[config.mk]
export PLATFORM = sky130hd
export DESIGN_NAME = mem_stage_pipe_flat
export DESIGN_NICKNAME = d
export VERILOG_FILES = /design/src/rtl/mem_stage_pipe_if.sv /design/src/rtl/mem_stage_pipe.sv /design/src/flat_wrapper.sv
export SDC_FILE = /design/constraint.sdc
export NUM_CORES = 1
export LEC_CHECK = 0
export ABC_CLOCK_PERIOD_IN_PS = 3800
export CORE_UTILIZATION = 46
export DETAILED_ROUTE_END_ITERATION = 12
export PLACE_DENSITY = 0.86
export SLEW_MARGIN = 20
export SYNTH_ARGS = -nofsm -noshare
export SYNTH_HDL_FRONTEND = slang
export SYNTH_SLANG_ARGS = --single-unit
[constraint.sdc]
create_clock -name clk -period 3.8 [get_ports clk]
set_input_delay 0.76 -clock clk [delete_from_list [all_inputs] [get_ports clk]]
set_output_delay 0.76 -clock clk [all_outputs]
set_load 0.005 [all_outputs]
[src/rtl/mem_stage_pipe_if.sv]
// Bundle of upstream (EX/MEM), data-memory and downstream (MEM/WB) signals
// around the memory stage; the stage sits on the slave side.
interface mem_stage_pipe_if #(
   parameter int ADDR_W = 32,
   parameter int REG_W  = 5
) ();
   // upstream
   logic              in_valid;
   logic              in_ready;
   logic [ADDR_W-1:0] target;
   logic              equal;
   logic              branch;
   logic [31:0]       alu_res;
   logic [31:0]       val2;
   logic [REG_W-1:0]  des;
   logic              mem_read;
   logic              mem_write;
   logic [1:0]        size;
   logic              load_unsigned;
   logic              write_back;
   // data memory
   logic              dm_req;
   logic              dm_we;
   logic [ADDR_W-1:0] dm_addr;
   logic [31:0]       dm_wdata;
   logic [3:0]        dm_be;
   logic              dm_ack;
   logic [31:0]       dm_rdata;
   // downstream
   logic              pc_src;
   logic [ADDR_W-1:0] target_address;
   logic              wb_valid;
   logic              wb_write_back;
   logic [REG_W-1:0]  wb_des;
   logic [31:0]       wb_alu_res;
   logic [31:0]       wb_mem_data;
   logic              wb_mem_to_reg;
   logic              stall;
   logic              err;

   modport slave (
      input  in_valid, target, equal, branch, alu_res, val2, des, mem_read,
             mem_write, size, load_unsigned, write_back, dm_ack, dm_rdata,
      output in_ready, dm_req, dm_we, dm_addr, dm_wdata, dm_be, pc_src,
             target_address, wb_valid, wb_write_back, wb_des, wb_alu_res,
             wb_mem_data, wb_mem_to_reg, stall, err
   );

   modport master (
      output in_valid, target, equal, branch, alu_res, val2, des, mem_read,
             mem_write, size, load_unsigned, write_back, dm_ack, dm_rdata,
      input  in_ready, dm_req, dm_we, dm_addr, dm_wdata, dm_be, pc_src,
             target_address, wb_valid, wb_write_back, wb_des, wb_alu_res,
             wb_mem_data, wb_mem_to_reg, stall, err
   );
endinterface

[src/rtl/mem_stage_pipe.sv]
// Pipeline MEM stage: accepts one EX/MEM bundle at a time, runs at most one
// data-memory transaction with timeout, and emits a one-cycle MEM/WB bundle.
module mem_stage_pipe #(
   parameter int ADDR_W  = 32,
   parameter int REG_W   = 5,
   parameter int TIMEOUT = 15
) (
   input  logic            clk,
   input  logic            rst,
   mem_stage_pipe_if.slave bus
);

   typedef enum logic {IDLE, BUSY} state_e;

   state_e            state_q;
   logic [7:0]        cnt_q;
   logic [1:0]        off_q;
   logic [1:0]        size_q;
   logic              unsigned_q;

   logic              dm_req_q, dm_we_q;
   logic [ADDR_W-1:0] dm_addr_q;
   logic [31:0]       dm_wdata_q;
   logic [3:0]        dm_be_q;
   logic              pc_src_q;
   logic [ADDR_W-1:0] target_q;
   logic              wb_valid_q, wb_write_back_q, wb_mem_to_reg_q, err_q;
   logic [REG_W-1:0]  wb_des_q;
   logic [31:0]       wb_alu_res_q, wb_mem_data_q;

   logic              accept;
   logic              is_mem;
   logic              misalign;
   logic [1:0]        off;
   logic [ADDR_W-1:0] addr_full;
   logic [ADDR_W-1:0] dm_addr_d;
   logic [3:0]        dm_be_d;
   logic [31:0]       dm_wdata_d;

   assign accept    = bus.in_valid && (state_q == IDLE);
   assign is_mem    = bus.mem_read || bus.mem_write;
   assign off       = bus.alu_res[1:0];
   assign misalign  = is_mem && (((bus.size == 2'b01) && off[0]) ||
                                 (bus.size[1] && (off != 2'b00)));
   assign addr_full = ADDR_W'(bus.alu_res);
   assign dm_addr_d = {addr_full[ADDR_W-1:2], 2'b00};

   // NOTE: every variable written here gets a default first so no latch is inferred.
   always_comb begin
      dm_be_d    = 4'b1111;
      dm_wdata_d = bus.val2;
      case (bus.size)
         2'b00: begin
            dm_be_d    = 4'b0001 << off;
            dm_wdata_d = {4{bus.val2[7:0]}};
         end
         2'b01: begin
            dm_be_d    = off[1] ? 4'b1100 : 4'b0011;
            dm_wdata_d = {2{bus.val2[15:0]}};
         end
         default: ;
      endcase
   end

   // Little-endian lane extraction with sign or zero extension.
   function automatic logic [31:0] load_align(input logic [31:0] rdata,
                                              input logic [1:0]  lane,
                                              input logic [1:0]  sz,
                                              input logic        uns);
      logic [31:0] sh;
      sh = rdata >> {lane, 3'b000};
      case (sz)
         2'b00:   return uns ? {24'b0, sh[7:0]}  : {{24{sh[7]}}, sh[7:0]};
         2'b01:   return uns ? {16'b0, sh[15:0]} : {{16{sh[15]}}, sh[15:0]};
         default: return rdata;
      endcase
   endfunction

   // NOTE: state is updated with non-blocking assignments so every register samples pre-edge values.
   always_ff @(posedge clk) begin
      if (rst) begin
         state_q         <= IDLE;
         cnt_q           <= '0;
         off_q           <= '0;
         size_q          <= '0;
         unsigned_q      <= 1'b0;
         dm_req_q        <= 1'b0;
         dm_we_q         <= 1'b0;
         dm_addr_q       <= '0;
         dm_wdata_q      <= '0;
         dm_be_q         <= '0;
         pc_src_q        <= 1'b0;
         target_q        <= '0;
         wb_valid_q      <= 1'b0;
         wb_write_back_q <= 1'b0;
         wb_mem_to_reg_q <= 1'b0;
         err_q           <= 1'b0;
         wb_des_q        <= '0;
         wb_alu_res_q    <= '0;
         wb_mem_data_q   <= '0;
      end else begin
         wb_valid_q <= 1'b0;
         pc_src_q   <= 1'b0;
         err_q      <= 1'b0;
         case (state_q)
            IDLE: if (accept) begin
               target_q        <= bus.target;
               pc_src_q        <= bus.branch && bus.equal;
               wb_des_q        <= bus.des;
               wb_alu_res_q    <= bus.alu_res;
               wb_mem_to_reg_q <= bus.mem_read && !bus.mem_write;
               off_q           <= off;
               size_q          <= bus.size;
               unsigned_q      <= bus.load_unsigned;
               if (!is_mem) begin
                  wb_valid_q      <= 1'b1;
                  wb_write_back_q <= bus.write_back;
               end else if (misalign) begin
                  wb_valid_q      <= 1'b1;
                  wb_write_back_q <= 1'b0;
                  err_q           <= 1'b1;
               end else begin
                  state_q         <= BUSY;
                  cnt_q           <= '0;
                  dm_req_q        <= 1'b1;
                  dm_we_q         <= bus.mem_write;
                  dm_addr_q       <= dm_addr_d;
                  dm_wdata_q      <= dm_wdata_d;
                  dm_be_q         <= dm_be_d;
                  wb_write_back_q <= bus.write_back;
               end
            end
            BUSY: begin
               // ack wins over a timeout landing on the same edge
               if (bus.dm_ack) begin
                  state_q       <= IDLE;
                  dm_req_q      <= 1'b0;
                  wb_valid_q    <= 1'b1;
                  wb_mem_data_q <= load_align(bus.dm_rdata, off_q, size_q, unsigned_q);
               end else if (cnt_q == 8'(TIMEOUT - 1)) begin
                  state_q         <= IDLE;
                  dm_req_q        <= 1'b0;
                  wb_valid_q      <= 1'b1;
                  wb_write_back_q <= 1'b0;
                  err_q           <= 1'b1;
               end else begin
                  cnt_q <= cnt_q + 8'd1;
               end
            end
            default: state_q <= IDLE;
         endcase
      end
   end

   assign bus.in_ready       = (state_q == IDLE);
   assign bus.stall          = (state_q != IDLE);
   assign bus.dm_req         = dm_req_q;
   assign bus.dm_we          = dm_we_q;
   assign bus.dm_addr        = dm_addr_q;
   assign bus.dm_wdata       = dm_wdata_q;
   assign bus.dm_be          = dm_be_q;
   assign bus.pc_src         = pc_src_q;
   assign bus.target_address = target_q;
   assign bus.wb_valid       = wb_valid_q;
   assign bus.wb_write_back  = wb_write_back_q;
   assign bus.wb_des         = wb_des_q;
   assign bus.wb_alu_res     = wb_alu_res_q;
   assign bus.wb_mem_data    = wb_mem_data_q;
   assign bus.wb_mem_to_reg  = wb_mem_to_reg_q;
   assign bus.err            = err_q;

endmodule

[src/flat_wrapper.sv]
// flat-port wrapper written by rule: the top's interface ports become plain ports
module mem_stage_pipe_flat 
#(
   parameter int ADDR_W  = 32,
   parameter int REG_W   = 5,
   parameter int TIMEOUT = 15
)
  (clk, rst, bus_in_valid, bus_target, bus_equal, bus_branch, bus_alu_res, bus_val2, bus_des, bus_mem_read, bus_mem_write, bus_size, bus_load_unsigned, bus_write_back, bus_dm_ack, bus_dm_rdata, bus_in_ready, bus_dm_req, bus_dm_we, bus_dm_addr, bus_dm_wdata, bus_dm_be, bus_pc_src, bus_target_address, bus_wb_valid, bus_wb_write_back, bus_wb_des, bus_wb_alu_res, bus_wb_mem_data, bus_wb_mem_to_reg, bus_stall, bus_err);
  mem_stage_pipe_if #(.ADDR_W(ADDR_W), .REG_W(REG_W)) bus_i ();
  input  logic clk;
  input  logic rst;
  input wire logic [$bits(bus_i.in_valid)-1:0] bus_in_valid;
  input wire logic [$bits(bus_i.target)-1:0] bus_target;
  input wire logic [$bits(bus_i.equal)-1:0] bus_equal;
  input wire logic [$bits(bus_i.branch)-1:0] bus_branch;
  input wire logic [$bits(bus_i.alu_res)-1:0] bus_alu_res;
  input wire logic [$bits(bus_i.val2)-1:0] bus_val2;
  input wire logic [$bits(bus_i.des)-1:0] bus_des;
  input wire logic [$bits(bus_i.mem_read)-1:0] bus_mem_read;
  input wire logic [$bits(bus_i.mem_write)-1:0] bus_mem_write;
  input wire logic [$bits(bus_i.size)-1:0] bus_size;
  input wire logic [$bits(bus_i.load_unsigned)-1:0] bus_load_unsigned;
  input wire logic [$bits(bus_i.write_back)-1:0] bus_write_back;
  input wire logic [$bits(bus_i.dm_ack)-1:0] bus_dm_ack;
  input wire logic [$bits(bus_i.dm_rdata)-1:0] bus_dm_rdata;
  output wire logic [$bits(bus_i.in_ready)-1:0] bus_in_ready;
  output wire logic [$bits(bus_i.dm_req)-1:0] bus_dm_req;
  output wire logic [$bits(bus_i.dm_we)-1:0] bus_dm_we;
  output wire logic [$bits(bus_i.dm_addr)-1:0] bus_dm_addr;
  output wire logic [$bits(bus_i.dm_wdata)-1:0] bus_dm_wdata;
  output wire logic [$bits(bus_i.dm_be)-1:0] bus_dm_be;
  output wire logic [$bits(bus_i.pc_src)-1:0] bus_pc_src;
  output wire logic [$bits(bus_i.target_address)-1:0] bus_target_address;
  output wire logic [$bits(bus_i.wb_valid)-1:0] bus_wb_valid;
  output wire logic [$bits(bus_i.wb_write_back)-1:0] bus_wb_write_back;
  output wire logic [$bits(bus_i.wb_des)-1:0] bus_wb_des;
  output wire logic [$bits(bus_i.wb_alu_res)-1:0] bus_wb_alu_res;
  output wire logic [$bits(bus_i.wb_mem_data)-1:0] bus_wb_mem_data;
  output wire logic [$bits(bus_i.wb_mem_to_reg)-1:0] bus_wb_mem_to_reg;
  output wire logic [$bits(bus_i.stall)-1:0] bus_stall;
  output wire logic [$bits(bus_i.err)-1:0] bus_err;
  assign bus_i.in_valid = bus_in_valid;
  assign bus_i.target = bus_target;
  assign bus_i.equal = bus_equal;
  assign bus_i.branch = bus_branch;
  assign bus_i.alu_res = bus_alu_res;
  assign bus_i.val2 = bus_val2;
  assign bus_i.des = bus_des;
  assign bus_i.mem_read = bus_mem_read;
  assign bus_i.mem_write = bus_mem_write;
  assign bus_i.size = bus_size;
  assign bus_i.load_unsigned = bus_load_unsigned;
  assign bus_i.write_back = bus_write_back;
  assign bus_i.dm_ack = bus_dm_ack;
  assign bus_i.dm_rdata = bus_dm_rdata;
  assign bus_in_ready = bus_i.in_ready;
  assign bus_dm_req = bus_i.dm_req;
  assign bus_dm_we = bus_i.dm_we;
  assign bus_dm_addr = bus_i.dm_addr;
  assign bus_dm_wdata = bus_i.dm_wdata;
  assign bus_dm_be = bus_i.dm_be;
  assign bus_pc_src = bus_i.pc_src;
  assign bus_target_address = bus_i.target_address;
  assign bus_wb_valid = bus_i.wb_valid;
  assign bus_wb_write_back = bus_i.wb_write_back;
  assign bus_wb_des = bus_i.wb_des;
  assign bus_wb_alu_res = bus_i.wb_alu_res;
  assign bus_wb_mem_data = bus_i.wb_mem_data;
  assign bus_wb_mem_to_reg = bus_i.wb_mem_to_reg;
  assign bus_stall = bus_i.stall;
  assign bus_err = bus_i.err;
  mem_stage_pipe #(.ADDR_W(ADDR_W), .REG_W(REG_W), .TIMEOUT(TIMEOUT)) u_core (.clk(clk), .rst(rst), .bus(bus_i));
endmodule
==> impl_metrics.tcl, run 1 <==
set metrics [dict create \
    status "finished clean" \
    vias 7837 \
    async_reset_ff_share_pct 0 \
    critPathBufInv 1 \
    cts_resized 0 \
    syn_area_per_cell_sq_um 8.11 \
    fin_crit_ps 2410 \
    drive_gt1_share_pct 5.71 \
    rsz0062_at_grt "no" \
    placement.cell_area_sq_mm 0.0108 \
    tritoncts "built" \
    setup_violations 0 \
    clock_skew_ps 12.8 \
    end_kind "output pin" \
    reg2reg_slack_ps 1880 \
    post-cts-setup-buffers 0 \
    row_count 46 \
    path_max_fanout 11 \
    dp.final_hpwl_um 17600 \
    vdd.ir_drop.worst_uv 294 \
    final_nets 1359 \
    antenna_left 0 \
    io_pins 323 \
    crit_chain "clkdlybuf4s50_1" \
    fp.coreArea_sq_mm 0.0160 \
    clk_pin_slew_ps 70 \
    clockRootBuffer "clkbuf_16" \
    regArea_sq_mm 0.00372 \
    worst-slew-pin-transition_ps 859 \
    crit_path_max_incr_delay_ps 640 \
    rr_worst_depth 5 \
    whs_path_depth 2 \
    die_w_um 130 \
    required_ps 3040 \
    die_h_um 130 \
    timing.max_cap.violations 0 \
    grt_pass1_vias 7284 \
    wl_per_cell_um 17.4 \
    slew_headroom_pct 42.7 \
    min_period_over_period_pct 63.4 \
    cts_sinks 186 \
    first_iter_violations 544 \
    syn_inst 933 \
    yosysTopAreaCellShare_pct 49.2 \
    ys.flop_type "dfxtp_1" \
    ys_top_cells_by_count "nand2_1, dfxtp_1, a21oi_1" \
    fmax_mhz 415 \
    multiInputGateArea_sq_mm 0.00347 \
    synth-edff-count 0 \
    grt_pass1_wl_um 37500 \
    slew_violations 0 \
    rr_startpoint "u_core.bus.stall" \
    cts_htree_levels 4 \
    initial_core_util_pct 47.3 \
    final.fill_count 1253 \
    cp_top_family "buffers and inverters" \
    clock_latency_ps 430 \
    yosysMostFrequentCell "nand2_1" \
    power_leakage_nw 4.11 \
    clockBufferDepth 2 \
    fin_area_sq_mm 0.0114 \
    syn_area_sq_mm 0.00757 \
    min_from "u_core.bus.wb_mem_data[0]" \
    ys_warn_count 0 \
    critical_path.reg2reg.endpoint "u_core.bus.dm_wdata[6]" \
    dr.pass1.iters 6 \
    hold_class "flop to flop" \
    drc 0 \
    cts_hold_buf 0 \
    yosysTopAreaCell "dfxtp_1" \
    seq_area_frac_synth_pct 49.2 \
    grt_util_all_layers_pct 28.9 \
    finalSetupTns_ps 0 \
    drt_wl_total_um 25100 \
    grt_max_degree 75 \
    path_class "flop to output pin" \
    yosysUniqueCellTypes 47 \
    synth_seq_cells 186 \
    hold_viol 0 \
    io_buffers 320 \
    gp_congestion 0.866 \
    die_area_sq_mm 0.0170 \
    cp-start-kind "flop" \
    cp.arrival_ps 1650 \
    gr-total-overflow 0 \
    avgViaCountPerCell 5.43 \
    whs_endpoint "u_core.bus.wb_mem_data[0]" \
    grt_antenna_before_repair 1 \
    power.density_mw_per_mm2 410 \
    synth_area_leaders "dfxtp_1, nand2_1, a21oi_1" \
    cts_buffers 17 \
    crit_slowest_cell "clkdlybuf4s50_1" \
    syn2layout_area_growth_pct 51.2 \
]
worst max-delay path by stage:
stage / startpoint / endpoint / slack, ps / cells after the start
2_1_floorplan: bus_in_valid / u_core.bus.dm_req / 2010 / 6
3_3_place_gp: bus_in_valid / u_core.bus.wb_valid / 1100 / 5
3_5_place_dp: bus_alu_res[0] / u_core.bus.dm_wdata[14] / 1040 / 6
4_1_cts: u_core.bus.stall / bus_stall / 1390 / 1
5_1_grt: bus_alu_res[0] / u_core.bus.dm_wdata[14] / 1300 / 6
6_report: u_core.bus.stall / bus_stall / 1390 / 1
cells in the final DEF (no fill, tap or decap), types with 7 or more instances in the layout:
cell,instances
a21oi_1,172
clkdlybuf4s50_1,319
clkbuf_16,17
o21ai_0,46
a311oi_2,9
nor2_1,30
nand2b_1,12
a211oi_1,12
nand2_1,261
o221ai_1,7
mux2i_1,27
buf_4,16
dfxtp_1,186
a2bb2oi_1,7
o211ai_1,16
nand3b_1,11
cells by family after synthesis:
| family | after synthesis | share of synthesized area (%) |
|---|---|---|
| adder cells (fa/ha/maj) | 2 | 0.330 |
| multiplexers | 27 | 3.57 |
| AND/OR/NAND/NOR | 346 | 19.2 |
| other | 1 | 0.0495 |
| buffers and inverters | 85 | 5.19 |
| flip-flops | 186 | 49.2 |
| AO/OA/AOI/OAI | 284 | 22.2 |
| XOR/XNOR | 2 | 0.231 |
per-layer routing:
layer | share of wire, % | GRT usage, % | vias to the layer above
li1 | - | - | 3746
met1 | 38 | 32.1 | 3594
met2 | 48 | 48.7 | 423
met3 | 10 | 10.1 | 74
met4 | 3.8 | 15.0 | 0
met5 | 0 | 0 | -
final cells by class:
cell class                      count  area share (%)
Tap cell                          216            2.36
Clock buffer                       18            3.84
Antenna cell                        1          0.0219
Sequential cell                   186            32.5
Timing Repair Buffer              337            29.3
Multi-Input combinational cell    663            30.3
Inverter                            7           0.230
Clock inverter                     14            1.39
metrics by stage:
step	power (W)	setup WS, ps	std cells	utilization, %	hold slack [ps]
floorplan	0.00247	2010	934	-	437
finish	0.00470	1390	1442	71.5	450
global placement	0.00291	1100	1409	67.8	438
global route	0.00486	1300	1442	71.5	470
CTS	0.00471	1390	1441	71.5	454
detailed placement	0.00293	1040	1409	67.8	445
report_power, final:
part / switching, W / total (W) / internal, W
logic: 0.000368 / 0.000787 / 0.000419
clock network: 0.000800 / 0.00180 / 0.00100
registers: 0.0000566 / 0.00211 / 0.00205
No activity file was read; power rests on OpenSTA's default activity.
==> inputs of run 2 (changes only) <==
ABC_CLOCK_PERIOD_IN_PS = 2300   (was 3800)
CORE_UTILIZATION = 43   (was 46)
PLACE_DENSITY = 0.81   (was 0.86)
clock period = 2.3 ns   (was 3.8 ns; I/O delays follow)
==> impl_metrics.tcl, run 2 (synthesis results as in run 1) <==
set metrics [dict create \
    power.density_mw_per_mm2 671 \
    slew_violations 0 \
    row_count 48 \
    timing.hold.ws_ps 394 \
    syn2layout_area_growth_pct 53.1 \
    setup_violations 0 \
    min_period_over_period_pct 92.6 \
    end_kind "output pin" \
    seq_power_share_pct 44.9 \
    gp_congestion 0.892 \
    grt_pass1_vias 7436 \
    hold_class "input port to flop" \
    gr-total-overflow 0 \
    swShare_pct 25.9 \
    antenna_left 0 \
    cp_top_family "flip-flops" \
    die_h_um 135 \
    required_ps 1840 \
    status "finished clean" \
    die_area_sq_mm 0.0181 \
    rsz0062_at_grt "no" \
    busiest_layer "met2" \
    cp.arrival_ps 1670 \
    final.fill_count 1425 \
    io_buffers 320 \
    most-common-layout-cells "clkdlybuf4s50_1, nand2_1, dfxtp_1, a21oi_1, o21ai_0" \
    cts_sinks 186 \
    path_class "flop to output pin" \
    vias 7724 \
    fmax_mhz 469 \
    clkPwrFrac_pct 38.2 \
    crit_chain "clkdlybuf4s50_1" \
    vdd.ir_drop.worst_uv 515 \
    grt_use_met2_pct 44.6 \
    cts_htree_levels 4 \
    dr.pass1.iters 4 \
    worst-slew-pin-transition_ps 785 \
    cts_resized 0 \
    hold_viol 0 \
    critical_path.reg2reg.endpoint "u_core.cnt_q[4]" \
    grt_max_degree 143 \
    finalSetupTns_ps 0 \
    fin_crit_ps 2130 \
    crit_slowest_cell "dfxtp_1" \
    timing.max_cap.violations 0 \
    first_iter_violations 500 \
    io_pins 323 \
    grt_use_met1_pct 31.9 \
    dp.final_hpwl_um 18000 \
    total_power_w 0.00778 \
    rr_startpoint "u_core.cnt_q[0]" \
    drive_gt1_share_pct 6.33 \
    clock_skew_ps 13.0 \
    post-cts-setup-buffers 0 \
    power_leakage_nw 4.18 \
    initial_core_util_pct 43.9 \
    internal_power_w 0.00577 \
    die_w_um 135 \
    tritoncts "built" \
    use_met3_pct 8.26 \
    slew_headroom_pct 47.6 \
    drt_wl_total_um 25100 \
    clockRootBuffer "clkbuf_16" \
    cts_hold_buf 0 \
    cts_buffers 17 \
    grt_antenna_before_repair 0 \
    drc 0 \
    grt_pass1_wl_um 38500 \
    avgViaCountPerCell 5.30 \
    combinationalPowerShare_pct 16.9 \
    antenna_cells 0 \
    p_switching_w 0.00201 \
    wl_per_cell_um 17.2 \
    clock_latency_ps 430 \
    layout.cells.most_common "clkdlybuf4s50_1" \
    min_from "rst" \
    path_max_fanout 11 \
    reg2reg_slack_ps 490 \
    fp.coreArea_sq_mm 0.0172 \
    crit_path_max_incr_delay_ps 630 \
    whs_endpoint "u_core.cnt_q[6]" \
    critPathBufInv 1 \
    cp-start-kind "flop" \
    final_nets 1367 \
    rr_worst_depth 6 \
    clockBufferDepth 2 \
    grt_util_all_layers_pct 27.2 \
    whs_path_depth 2 \
    clk_pin_slew_ps 70 \
]
## run 2: cell count changes in the layout (fill, tap and decap cells not counted), sizes merged
cell,previous run,this run
diode,1,0
clkinv,3,4
buf,18,26
clkinvlp,4,3
## run 2: layer usage
metal	vias to the layer above	wire length [um]
met5	-	0
met4	0	1040
met3	57	2080
met2	314	11900
met1	3592	10100
li1	3761	-
## run 2: power groups by stage
stage	clock network (W)	registers [W]	logic, W
final	0.00297	0.00349	0.00131
after detailed placement	0	0.00356	0.00131
after global placement	0	0.00355	0.00129
after global routing	0.00314	0.00351	0.00141
after floorplan	0	0.00356	0.000519
after CTS	0.00302	0.00349	0.00132
## run 2: worst max-delay path by stage
| stage | from | cells past startpoint | endpoint | slack [ps] |
|---|---|---|---|---|
| 3_5_place_dp | bus_size[1] | 5 | u_core.bus.dm_wdata[25] | 40 |
| 2_1_floorplan | u_core.cnt_q[0] | 6 | u_core.cnt_q[4] | 640 |
| 3_3_place_gp | bus_size[1] | 5 | u_core.bus.dm_wdata[29] | 90 |
| 5_1_grt | u_core.bus.stall | 1 | bus_stall | 140 |
| 4_1_cts | u_core.bus.stall | 1 | bus_stall | 170 |
| 6_report | u_core.bus.stall | 1 | bus_stall | 170 |
## run 2: stage by stage
stage	instance area [sq um]	worst slack, ps	cells	util (%)
final	11600	170	1458	67.2
after global routing	11600	140	1458	67.2
after CTS	11600	167	1458	67.2
after detailed placement	11000	36.6	1426	63.8
after global placement	11000	93.0	1426	63.8
after floorplan	7570	639	934	-
## run 2: layout make-up
class                           instances  area [sq um]  share of cell area [%]
Inverter                                7          26.3                   0.227
Sequential cell                       186          3720                    32.1
Timing Repair Buffer                  345          3490                    30.1
Multi-Input combinational cell        663          3470                    30.0
Clock buffer                           18           439                    3.79
Tap cell                              225           282                    2.43
Clock inverter                         14           159                    1.37
